<file path="config.mk">
export PLATFORM = sky130hd
export DESIGN_NAME = mem_port_arbiter
export DESIGN_NICKNAME = d
export VERILOG_FILES = /design/src/rtl/mem_port_arbiter.sv
export SDC_FILE = /design/constraint.sdc
export NUM_CORES = 1
export LEC_CHECK = 0
export CORE_AREA = 2 2 117 119
export CTS_BUF_LIST = sky130_fd_sc_hd__clkbuf_4 sky130_fd_sc_hd__clkbuf_8
export CTS_CLUSTER_SIZE = 30
export DETAILED_ROUTE_END_ITERATION = 12
export DIE_AREA = 0 0 119 121
export MAX_ROUTING_LAYER = met4
export PLACE_DENSITY = 0.84
export RECOVER_POWER = 50
export SLEW_MARGIN = 20
export SYNTH_ARGS = -nofsm -noshare
export SYNTH_HDL_FRONTEND = slang
export SYNTH_SLANG_ARGS = --single-unit
</file>
<file path="constraint.sdc">
create_clock -name clk -period 4.75 [get_ports clk]
set_clock_uncertainty 0.2 [all_clocks]
set_input_delay 1.425 -clock clk [delete_from_list [all_inputs] [get_ports clk]]
set_output_delay 1.425 -clock clk [all_outputs]
set_load 0.005 [all_outputs]
</file>
<file path="src/rtl/mem_port_arbiter.sv">
// Round-robin arbiter that serialises instruction fetches (port 0) and data
// accesses (port 1) onto the single port of the shared unified memory.
module mem_port_arbiter #(
    parameter int unsigned READ_LATENCY = 1,
    parameter int unsigned MEM_BYTES    = 65536
) (
    input  logic        clk,
    input  logic        nrst,
    input  logic        if_req,
    input  logic [31:0] if_addr,
    output logic        if_ack,
    output logic [31:0] if_rdata,
    output logic        if_err,
    input  logic        d_req,
    input  logic        d_we,
    input  logic [31:0] d_addr,
    input  logic [31:0] d_wdata,
    output logic        d_ack,
    output logic [31:0] d_rdata,
    output logic        d_err,
    output logic        busy,
    output logic [31:0] mem_raddr,
    output logic [31:0] mem_waddr,
    output logic [31:0] mem_datain,
    output logic        mem_wr,
    input  logic [31:0] mem_dataout
);

    localparam int unsigned ADDR_W = 32;
    localparam int unsigned DATA_W = 32;
    localparam int unsigned CNT_W  = (READ_LATENCY < 1) ? 1 : $clog2(READ_LATENCY + 1);
    localparam logic [ADDR_W-1:0] MAX_ADDR = ADDR_W'(MEM_BYTES - 4);
    localparam logic [CNT_W-1:0]  CNT_LAST = CNT_W'(READ_LATENCY);

    typedef enum logic [1:0] {
        IDLE   = 2'd0,
        ACCESS = 2'd1,
        DONE   = 2'd2
    } state_t;

    state_t              state_q, state_d;
    logic                prio_q, prio_d;
    logic                owner_q, owner_d;
    logic                we_q, we_d;
    logic [ADDR_W-1:0]   addr_q, addr_d;
    logic [DATA_W-1:0]   wdata_q, wdata_d;
    logic [CNT_W-1:0]    cnt_q, cnt_d;
    logic                wr_q, wr_d;
    logic                busy_q, busy_d;
    logic                if_ack_q, if_ack_d;
    logic [DATA_W-1:0]   if_rdata_q, if_rdata_d;
    logic                if_err_q, if_err_d;
    logic                d_ack_q, d_ack_d;
    logic [DATA_W-1:0]   d_rdata_q, d_rdata_d;
    logic                d_err_q, d_err_d;

    logic                win;
    logic [ADDR_W-1:0]   sel_addr;
    logic                sel_bad;

    // Next-state, grant and completion logic
    always_comb begin
        state_d    = state_q;
        prio_d     = prio_q;
        owner_d    = owner_q;
        we_d       = we_q;
        addr_d     = addr_q;
        wdata_d    = wdata_q;
        cnt_d      = cnt_q;
        wr_d       = 1'b0;
        if_ack_d   = 1'b0;
        if_rdata_d = '0;
        if_err_d   = 1'b0;
        d_ack_d    = 1'b0;
        d_rdata_d  = '0;
        d_err_d    = 1'b0;

        // A lone requester wins; on contention the pointer names the winner
        win      = (if_req && d_req) ? prio_q : d_req;
        sel_addr = win ? d_addr : if_addr;
        sel_bad  = (sel_addr[1:0] != 2'b00) || (sel_addr > MAX_ADDR);

        case (state_q)
            IDLE: begin
                if (if_req || d_req) begin
                    owner_d = win;
                    prio_d  = ~win;
                    we_d    = win & d_we;
                    addr_d  = sel_addr;
                    wdata_d = win ? d_wdata : '0;
                    cnt_d   = '0;
                    if (sel_bad) begin
                        state_d  = DONE;
                        if_ack_d = ~win;
                        if_err_d = ~win;
                        d_ack_d  = win;
                        d_err_d  = win;
                    end else begin
                        state_d = ACCESS;
                        wr_d    = win & d_we;
                    end
                end
            end
            ACCESS: begin
                if (we_q || (cnt_q == CNT_LAST)) begin
                    state_d  = DONE;
                    if_ack_d = ~owner_q;
                    d_ack_d  = owner_q;
                    if (!we_q) begin
                        if_rdata_d = owner_q ? '0 : mem_dataout;
                        d_rdata_d  = owner_q ? mem_dataout : '0;
                    end
                end else begin
                    cnt_d = cnt_q + CNT_W'(1);
                end
            end
            DONE:    state_d = IDLE;
            default: state_d = IDLE;
        endcase

        busy_d = (state_d != IDLE);
    end

    always_ff @(posedge clk) begin
        if (!nrst) begin
            state_q    <= IDLE;
            prio_q     <= 1'b0;
            owner_q    <= 1'b0;
            we_q       <= 1'b0;
            addr_q     <= '0;
            wdata_q    <= '0;
            cnt_q      <= '0;
            wr_q       <= 1'b0;
            busy_q     <= 1'b0;
            if_ack_q   <= 1'b0;
            if_rdata_q <= '0;
            if_err_q   <= 1'b0;
            d_ack_q    <= 1'b0;
            d_rdata_q  <= '0;
            d_err_q    <= 1'b0;
        end else begin
            state_q    <= state_d;
            prio_q     <= prio_d;
            owner_q    <= owner_d;
            we_q       <= we_d;
            addr_q     <= addr_d;
            wdata_q    <= wdata_d;
            cnt_q      <= cnt_d;
            wr_q       <= wr_d;
            busy_q     <= busy_d;
            if_ack_q   <= if_ack_d;
            if_rdata_q <= if_rdata_d;
            if_err_q   <= if_err_d;
            d_ack_q    <= d_ack_d;
            d_rdata_q  <= d_rdata_d;
            d_err_q    <= d_err_d;
        end
    end

    assign if_ack     = if_ack_q;
    assign if_rdata   = if_rdata_q;
    assign if_err     = if_err_q;
    assign d_ack      = d_ack_q;
    assign d_rdata    = d_rdata_q;
    assign d_err      = d_err_q;
    assign busy       = busy_q;
    assign mem_raddr  = addr_q;
    assign mem_waddr  = addr_q;
    assign mem_datain = wdata_q;
    // Gate with reset so a write aborted by reset never reaches memory
    assign mem_wr     = wr_q & nrst;

endmodule

</file>
# After elaboration in Yosys (flattened, before gate mapping)
# Cells that the tools add are included.
dict set report totals {
  regBits 140
  latchBits 0
  mem_bits_rw 0
  rom_bits 0
  inputBits 133
  wordCells 61
  mem_count 0
}
dict set report classes {
  addsub 1
  n_mul 0
  div 0
  magnitude_cmp 1
  n_eq_ne 3
  shifts 0
  muxes 18
  bitwise 9
  reduce_logical 14
}
# cell n
set ops {}
lappend ops {{$mux 32} 2}
lappend ops {{$gt 32x16->1 const B} 1}
lappend ops {{$reduce_or 5->1} 2}
lappend ops {{$mux 1} 9}
lappend ops {{$not 1->1} 7}
lappend ops {{$mux 2} 3}
lappend ops {{$pmux 1 s2} 3}
lappend ops {{$reduce_bool 2->1} 3}
lappend ops {{$ne 2x2->1 const B} 2}
lappend ops {{$pmux 2 s2} 1}
lappend ops {{$reduce_and 2->1} 2}
lappend ops {{$reduce_or 4->1} 1}
lappend ops {{$logic_or 1x1->1} 3}
lappend ops {{$reduce_and 3->1} 1}
lappend ops {{$and 1x1->1} 2}
lappend ops {{$eq 2x1->1 const B} 1}
lappend ops {{$logic_not 2->1} 1}
lappend ops {{$add 1x1->1 const B} 1}
lappend ops {{$logic_and 1x1->1} 1}

# Logic depth before layout (Yosys ltp)
# Gate-level depths: netlist (run 1).
dict set report depth {
  ltp_word 9
  mapped_depth 7
  ltp_nobuf 5
}

# Worst setup path after synthesis (run 1)
# OpenSTA, ideal clock, no wires.
dict set report synth_path {
  path_kind {input -> output}
  from {input port nrst}
  to {output port mem_wr}
  arrival_time_ns 2.050
  slack_ns 1.075
  cell_stages 3
  path_cell_list {clkbuf_1 > clkbuf_1 > and2_1}
}
dict set report synth_between {
  elab_chain_cells 1
}
# item line
set synth_lines {}
lappend synth_lines {{start, declared} 8} ;# input logic nrst,
lappend synth_lines {{$and 1x1->1} 171} ;# assign mem_wr = wr_q & nrst;
lappend synth_lines {{end, declared} 25} ;# output logic mem_wr,
# Every way passes these cells.

# Final worst setup path (run 1)
dict set report layout_path {
  from {input port d_req}
  to {register addr_q[23], in the netlist mem_raddr[23]}
}
dict set report layout_between {
  elab_chain_cells 3
}
# item line
set layout_lines {}
lappend layout_lines {{start, declared} 14} ;# input logic d_req,
lappend layout_lines {{$logic_and 1x1->1} 79} ;# win = (if_req && d_req) ? prio_q : d_req;
lappend layout_lines {{$mux 1} 79}
lappend layout_lines {{$mux 32} 80} ;# sel_addr = win ? d_addr : if_addr;
lappend layout_lines {{end signal, assigned} 146} ;# addr_q <= addr_d;
lappend layout_lines {{end, declared} 45} ;# logic [ADDR_W-1:0] addr_q, addr_d;
# Several ways; a longest one is shown, not always the timed one.
# A chain may end at the register's enable or synchronous reset.

==> flow_summary.ini, run 1 <==
[critical_path]
cp.arrival_ps = 4150
cp_max_fo = 49
critPathMaxStageDelay_ps = 1390
cp.depth = 6
startpoint_type = input port
crit_slowest_cell = clkbuf_1
path_cells = clkdlybuf4s50_1 -> o21a_2 -> clkbuf_1 -> buf_4 -> nand2_1 -> o211a_1
setup.worst_path.start = d_req
r2r_start = state_q[0]
worst_setup_path_end_kind = flop
r2r_slack_ps = 1700
path_delay_family = buffers and inverters
worstSetupPathType = in -> reg
r2r_cells = 6
required_ps = 4870
critPathBufInv = 3

[global_routing]
grt_usage = 0.206
grt_pass1_vias = 4468
grt_max_degree = 74
gr-total-overflow = 0
antenna_found_initial = 0
grt_pass1_wl_um = 22600

[power_and_ir_drop]
ir_drop_mv = 0.136
powerDensity_mw_per_mm2 = 319
switching_share = 0.260
seqPwrFrac = 0.467
power.switching_uw = 698
internal_power_mw = 1.99
leakage_nw = 3.67
p_clk_frac = 0.368
p_comb_frac = 0.164

[timing]
rsz0062_at_grt = false
hold_viol = 0
final_max_slew_viol_count = 88
setup_viol = 0
fin_hold_ws_ps = 324
tns_ps = 0
max_freq_mhz = 248
tightest_slew_ps = 1950
slew_headroom = -0.300
layout_min_cycle_time_ps = 4030
fin_crit_sh = 0.849

[logic_synthesis]
post-synth-top-count-cell = dfxtp_1
async_reset_ff_frac = 0
synthTopCellsByCount = 140 x dfxtp_1, 65 x and2_1, 38 x nand2_1, 36 x nor2b_1, 33 x a22oi_1
synth_flop_cell = dfxtp_1
yosys_warnings = 0
synth_edf_count = 0
synth_cell_types = 32
synth_top_area_cell = dfxtp_1
syn_area_sq_mm = 0.00514
syn_nets = 615
syn_inst = 482
avgSynthCellArea_sq_um = 10.7
seq_area_frac_synth = 0.546
synth_seq_cells = 140
synth_top_area_frac = 0.546
ys_top_cells_by_area = dfxtp_1 55%, and2_1 7.9%, mux2i_1 6.2%, o211a_1 6.2%, a22oi_1 4.8%

[cts]
cts_buffers = 17
tritoncts = done
post_cts_buffers = 0
clk_pin_slew_ps = 90
clock-sinks = 140
clk_latency_ps = 430
hold_buffers = 0
cts-root-buf = clkbuf_8
cts_buffer_depth = 2
post_cts_resized = 0
h-tree-depth = 4

[die]
coreArea_sq_mm = 0.0131
initial_core_util = 0.393
core.rowCount = 42
die_x_um = 119
die_area_sq_mm = 0.0144
die_h_um = 121
io_pins = 299

[routing]
dr_total_vias = 4452
via_per_inst = 4.77
ant_nets = 0
drc = 0
drtIter0Drc = 180
totalWireLength_um = 14400
first_pass_iters = 4
wl_per_cell_um = 15.5

[cells_and_area]
drive_gt1_frac = 0.0621
fin_nets = 877
antenna_cells = 0
areaGrowthSynthToFinish_pct = 64.4
nFillCells = 985
fin_area_sq_mm = 0.00844
final_util = 0.645

[placed_design]
place_congestion = 0.790
hpwl_um = 10900
io_buffers = 298
placed_area_sq_mm = 0.00805

[job]
drv_cap = 2

[hold_path]
holdPathStages = 1
min-delay-start = mem_raddr[6]
hold_path_class = reg -> reg

[run_status]
status = finished with violations
violations = max-capacitance violations, max-slew violations
## metal layers
| metal | wire, um | vias to the layer above | global-route usage |
|---|---|---|---|
| met1 | 5430 | 2070 | 0.209 |
| met5 | 0 | - | - |
| met2 | 7630 | 214 | 0.370 |
| li1 | - | 2143 | - |
| met4 | 315 | 0 | 0.0759 |
| met3 | 1060 | 25 | 0.0677 |
## cell families (layout without fill, tap and decap cells)
logic type | after synthesis | in the layout | share of synthesized area
buffers and inverters | 65 | 340 | 0.0728
AO/OA/AOI/OAI | 77 | 77 | 0.125
flip-flops | 140 | 140 | 0.546
AND/OR/NAND/NOR | 166 | 166 | 0.189
multiplexers | 34 | 34 | 0.0672
## through the flow
stage	power, mW	worst slack (ps)	instances
2_1_floorplan	1.46	1070	482
3_3_place_gp	1.72	943	901
3_5_place_dp	1.73	956	901
4_1_cts	2.73	942	933
5_1_grt	2.82	544	933
6_report	2.69	716	933
## cell type report
class | count | area [sq um] | share of cell area
timing repair buffer | 306 | 3020 | 0.358
sequential | 140 | 2800 | 0.332
multi-input combinational | 277 | 1980 | 0.234
clock buffer | 17 | 234 | 0.0277
tap | 176 | 220 | 0.0261
clock inverter | 15 | 180 | 0.0213
inverter | 2 | 7.51 | 0.000889
## sequential cells by signal, summed over array words and instances, names as in the netlist, 2 cells and up
| signal | count |
|---|---|
| mem_datain | 32 |
| state_q | 2 |
| mem_raddr | 32 |
| d_rdata | 32 |
| if_rdata | 32 |
## power by group through the flow
| stage | sequential, mW | clock [mW] | combinational, mW |
|---|---|---|---|
| 2_1_floorplan | 1.28 | 0 | 0.181 |
| 3_3_place_gp | 1.28 | 0 | 0.436 |
| 3_5_place_dp | 1.29 | 0 | 0.445 |
| 6_report | 1.26 | 0.990 | 0.442 |
| 4_1_cts | 1.26 | 1.02 | 0.448 |
| 5_1_grt | 1.26 | 1.08 | 0.474 |
## final timing paths
| kind | end |
|---|---|
| max | mem_raddr[23] |
| min | mem_raddr[6] |
| max reg2reg | mem_raddr[23] |
| min reg2reg | mem_raddr[6] |
## cells in the final DEF, fill, tap and decap left out, drive strengths merged, types with 12 or more instances in the layout
cell / instances
o211a: 32
dlygate4sd3: 52
nor2b: 36
a22oi: 33
dfxtp: 140
nand2: 38
nor2: 12
and2: 65
mux2i: 33
clkdlybuf4s50: 245
clkbuf: 22
No activity file was read; power rests on OpenSTA's default activity.
==> run 2, diff against run 1 <==
CORE_AREA = not set   (was 2 2 117 119)
CORE_MARGIN = 2   (was not set)
CORE_UTILIZATION = 35   (was not set)
DIE_AREA = not set   (was 0 0 119 121)
PLACE_DENSITY = 0.79   (was 0.84)
clock period = 3.23 ns   (was 4.75 ns; I/O delays follow)
==> run 2 against run 1 <==
  * The flow now finishes without violations
  * Combinational power increased by 47%
  * Global-route usage is 0.86 points lower
  * Sequential power is 47% higher
  * Clock power is 57% higher
  * Cell count rose by 0.96%
  * Worst setup slack worse by 350 ps
  * Routed wire length is 4.9% higher
  * Design area up 0.96%
  * Core utilization fell by 5.4 points
  * Critical path depth decreased by 3
  * First-iteration DRC count down 22%
  * Via count shrank 0.92%
  * Critical endpoint is now mem_wr
  * Largest power group unchanged
==> flow_summary.ini, run 2 (synthesized netlist as in run 1, its figures left out) <==
[timing]
layout_min_cycle_time_ps = 2860
fin_crit_sh = 0.885
hold_viol = 0
slew_headroom = 0.195
max_freq_mhz = 350
rsz0062_at_grt = false
tns_ps = 0
tightest_slew_ps = 1210
final_max_slew_viol_count = 0
setup_ws_ps = 370
setup_viol = 0

[routing]
drtIter0Drc = 140
dr_wl_met2_um = 8010
wl_per_cell_um = 16.1
totalWireLength_um = 15100
dr_total_vias = 4411
first_pass_iters = 4
dr_wl_met3_um = 1260
top_layer_used = met4
drc = 0
ant_nets = 0
via_per_inst = 4.68
m1WireLength_um = 5640

[global_routing]
grt_pass1_wl_um = 23500
gr-total-overflow = 0
grt_pass1_vias = 4516
grt_max_degree = 74
antenna_found_initial = 0
grt_usage = 0.197

[cells_and_area]
drive_gt1_frac = 0.0673
areaGrowthSynthToFinish_pct = 66.0
final_common_cell = clkdlybuf4s50_1
fin_area_sq_mm = 0.00853
nFillCells = 1196
final_util = 0.591
fin_nets = 878
antenna_cells = 0
final_cell_mix = 259 x clkdlybuf4s50_1, 140 x dfxtp_1, 41 x and2_1
final_cells = 942

[cts]
clock-sinks = 140
tritoncts = done
cts_buffer_depth = 2
post_cts_resized = 0
cts-root-buf = clkbuf_8
cts_buffers = 17
hold_buffers = 0
clk_pin_slew_ps = 70
clk_latency_ps = 440
h-tree-depth = 4
post_cts_buffers = 0

[placed_design]
dp_slack_ps = 154
io_buffers = 298
placed_area_sq_mm = 0.00812
hpwl_um = 11500
place_congestion = 0.880
dp_cells = 910

[power_and_ir_drop]
leakage_nw = 3.67
seqPwrFrac = 0.457
switching_share = 0.235
internal_power_mw = 3.11
powerDensity_mw_per_mm2 = 476
power.switching_uw = 952
p_comb_frac = 0.160
ir_drop_mv = 0.252
p_clk_frac = 0.383

[job]
drv_cap = 0

[critical_path]
path_cells = buf_2 -> and2_1 -> clkdlybuf4s50_1
cp_max_fo = 2
critPathMaxStageDelay_ps = 520
crit_slowest_cell = clkdlybuf4s50_1
worstSetupPathType = in -> out
startpoint_type = input port
worst_setup_path_end_kind = output port
r2r_slack_ps = 1090
required_ps = 2060
cp.arrival_ps = 1690

[die]
initial_core_util = 0.356
coreArea_sq_mm = 0.0144
die_x_um = 125
io_pins = 299
core.rowCount = 44
die_h_um = 125
die_area_sq_mm = 0.0157

[hold_path]
hold_path_class = reg -> reg

[run_status]
status = completed
## run 2: changes by cell type in the layout (fill, tap and decap cells not counted), moves of 3 or more
cell | previous run | this run
and2_0 | 28 | 24
and2_1 | 37 | 41
clkbuf_1 | 4 | 0
clkbuf_2 | 1 | 4
clkdlybuf4s50_1 | 245 | 259
dlygate4sd3_1 | 52 | 38
inv_6 | 6 | 3
## run 2: final timing paths
kind / end / cells after the start / start
worst max-delay path: mem_wr / 3 / nrst
worst min register to register: cnt_q / 2 / cnt_q
worst max register to register: mem_raddr[30] / 5 / state_q[0]
worst min-delay path: cnt_q / 2 / cnt_q
## run 2: power groups by stage
stage	Combinational [mW]	Clock, mW	Sequential (mW)
6_report	0.651	1.55	1.85
5_1_grt	0.701	1.68	1.86
4_1_cts	0.671	1.61	1.86
3_5_place_dp	0.666	0	1.89
3_3_place_gp	0.656	0	1.89
2_1_floorplan	0.267	0	1.89
## run 2: cell type report
cell class	instances	area, sq um	share of cell area
multi-input combinational	277	1980	0.232
timing repair buffer	307	3060	0.359
clock buffer	20	263	0.0308
sequential	140	2800	0.329
tap	184	230	0.0270
inverter	2	7.51	0.000881
clock inverter	12	184	0.0216
## run 2: routing by layer
metal,vias up,GRT usage
li1,2139,-
met1,2044,0.194
met2,207,0.358
met3,21,0.0723
met4,0,0.0673
met5,-,-
## run 2: stage by stage
step | power [mW] | hold WS [ps]
after floorplan | 2.15 | 264
after global placement | 2.55 | 291
after detailed placement | 2.56 | 307
after CTS | 4.14 | 326
after global routing | 4.24 | 370
final | 4.06 | 322
## run 2: critical path, delay by kind of cell
kind	cells	cell delay [ps]
buffers and inverters	2	610
and+or+nand+nor	1	110
==> run 3, diff against run 2 <==
CORE_AREA = 2 2 117 119   (was not set)
CORE_MARGIN = not set   (was 2)
CORE_UTILIZATION = not set   (was 35)
DIE_AREA = 0 0 119 121   (was not set)
PLACE_DENSITY = 0.84   (was 0.79)
clock period = 3.6 ns   (was 3.23 ns; I/O delays follow)
==> run 3 against run 2 <==
  * Design area shrank 0.68%
  * Largest power group unchanged
  * Routed wire length shrank 3.4%
  * Sequential share of layout area grew 0.22 points
  * Cell count shrank 1.1%
  * Die area shrank 8.1%
  * Non-clock buffer count shrank 1
  * Clock-buffer cell count grew 3
  * Worst setup slack gained 120 ps
  * Worst hold slack gained 1.2 ps
  * Sequential power shrank 10%
  * Global-route usage grew 1.0 points
==> flow_summary.ini, run 3 (synthesized netlist as in run 1, its figures left out) <==
[cts]
post_cts_resized = 0
cts_buffer_depth = 2
clock-sinks = 140
cts-root-buf = clkbuf_8
h-tree-depth = 4
clk_pin_slew_ps = 70
cts_buffers = 17
tritoncts = done
clk_latency_ps = 430
post_cts_buffers = 0
hold_buffers = 0

[cells_and_area]
final_util = 0.647
nFillCells = 988
antenna_cells = 0
final_cell_mix = 215 x clkdlybuf4s50_1, 140 x dfxtp_1, 82 x dlygate4sd3_1
drive_gt1_frac = 0.0661
seqCellArea_sq_mm = 0.00280
multiInputGateArea_sq_mm = 0.00198
areaGrowthSynthToFinish_pct = 64.8
fin_nets = 877
final_common_cell = clkdlybuf4s50_1

[die]
initial_core_util = 0.393
coreArea_sq_mm = 0.0131
die_x_um = 119
die_h_um = 121
core.rowCount = 42
die_area_sq_mm = 0.0144
io_pins = 299

[critical_path]
worstSetupPathType = in -> reg
required_ps = 3760
r2r_slack_ps = 1190
startpoint_type = input port
cp_max_fo = 67
worst_setup_path_end_kind = flop
cp.arrival_ps = 3260

[routing]
drtIter0Drc = 276
dr_total_vias = 4439
first_pass_iters = 4
via_per_inst = 4.76
ant_nets = 0
wl_per_cell_um = 15.7
totalWireLength_um = 14600
drc = 0

[power_and_ir_drop]
powerDensity_mw_per_mm2 = 419
leakage_nw = 3.80
total_power_mw = 3.55
ir_drop_mv = 0.203

[placed_design]
dp_slack_ps = 395
io_buffers = 298
hpwl_um = 11200
place_congestion = 0.789

[global_routing]
antenna_found_initial = 0
grt_pass1_wl_um = 22600
grt_max_degree = 74
grt_usage = 0.207
grt_pass1_vias = 4338
gr-total-overflow = 0

[timing]
setup_viol = 0
layout_min_cycle_time_ps = 3110
rsz0062_at_grt = false
max_freq_mhz = 322
tightest_slew_ps = 1210
fin_hold_ws_ps = 323
fin_crit_sh = 0.864
tns_ps = 0
slew_headroom = 0.194
setup_ws_ps = 491
final_max_slew_viol_count = 0
hold_viol = 0

[hold_path]
hold_path_class = reg -> reg

[job]
drv_cap = 0

[run_status]
status = completed
## run 3: worst paths after layout
path	cells after the start	from	endpoint
hold / removal	2	owner_q	d_ack
hold reg to reg	2	owner_q	d_ack
setup reg to reg	5	state_q[0]	if_ack
setup / recovery	5	d_req	if_ack
## run 3: cell type report
class | count | share of cell area
Sequential cell | 140 | 0.331
Timing Repair Buffer | 306 | 0.359
Clock inverter | 8 | 0.0127
Inverter | 2 | 0.000887
Tap cell | 176 | 0.0260
Clock buffer | 23 | 0.0366
Multi-Input combinational cell | 277 | 0.234
## run 3: critical path: stages
cell and delay, ps:
dlygate4sd3_1 630, o21a_2 160, clkbuf_2 890, o211ai_1 260, a21oi_1 220
## run 3: where the power goes
part	total, mW	leakage [nW]	switching, mW	internal, mW
combinational	0.586	2.46	0.213	0.373
clock	1.30	0.200	0.582	0.715
sequential	1.66	1.14	0.0501	1.61
## run 3: per-stage QoR
step	cells	instance area, sq um
floorplan	482	5140
global placement	901	8080
detailed placement	901	8080
CTS	932	8490
global route	932	8470
finish	932	8470
## run 3: layer usage
layer / global-route usage / share of wire
met1: 0.215 / 0.39
met2: 0.368 / 0.52
met3: 0.0644 / 0.077
met4: 0.0811 / 0.018
met5: - / 0
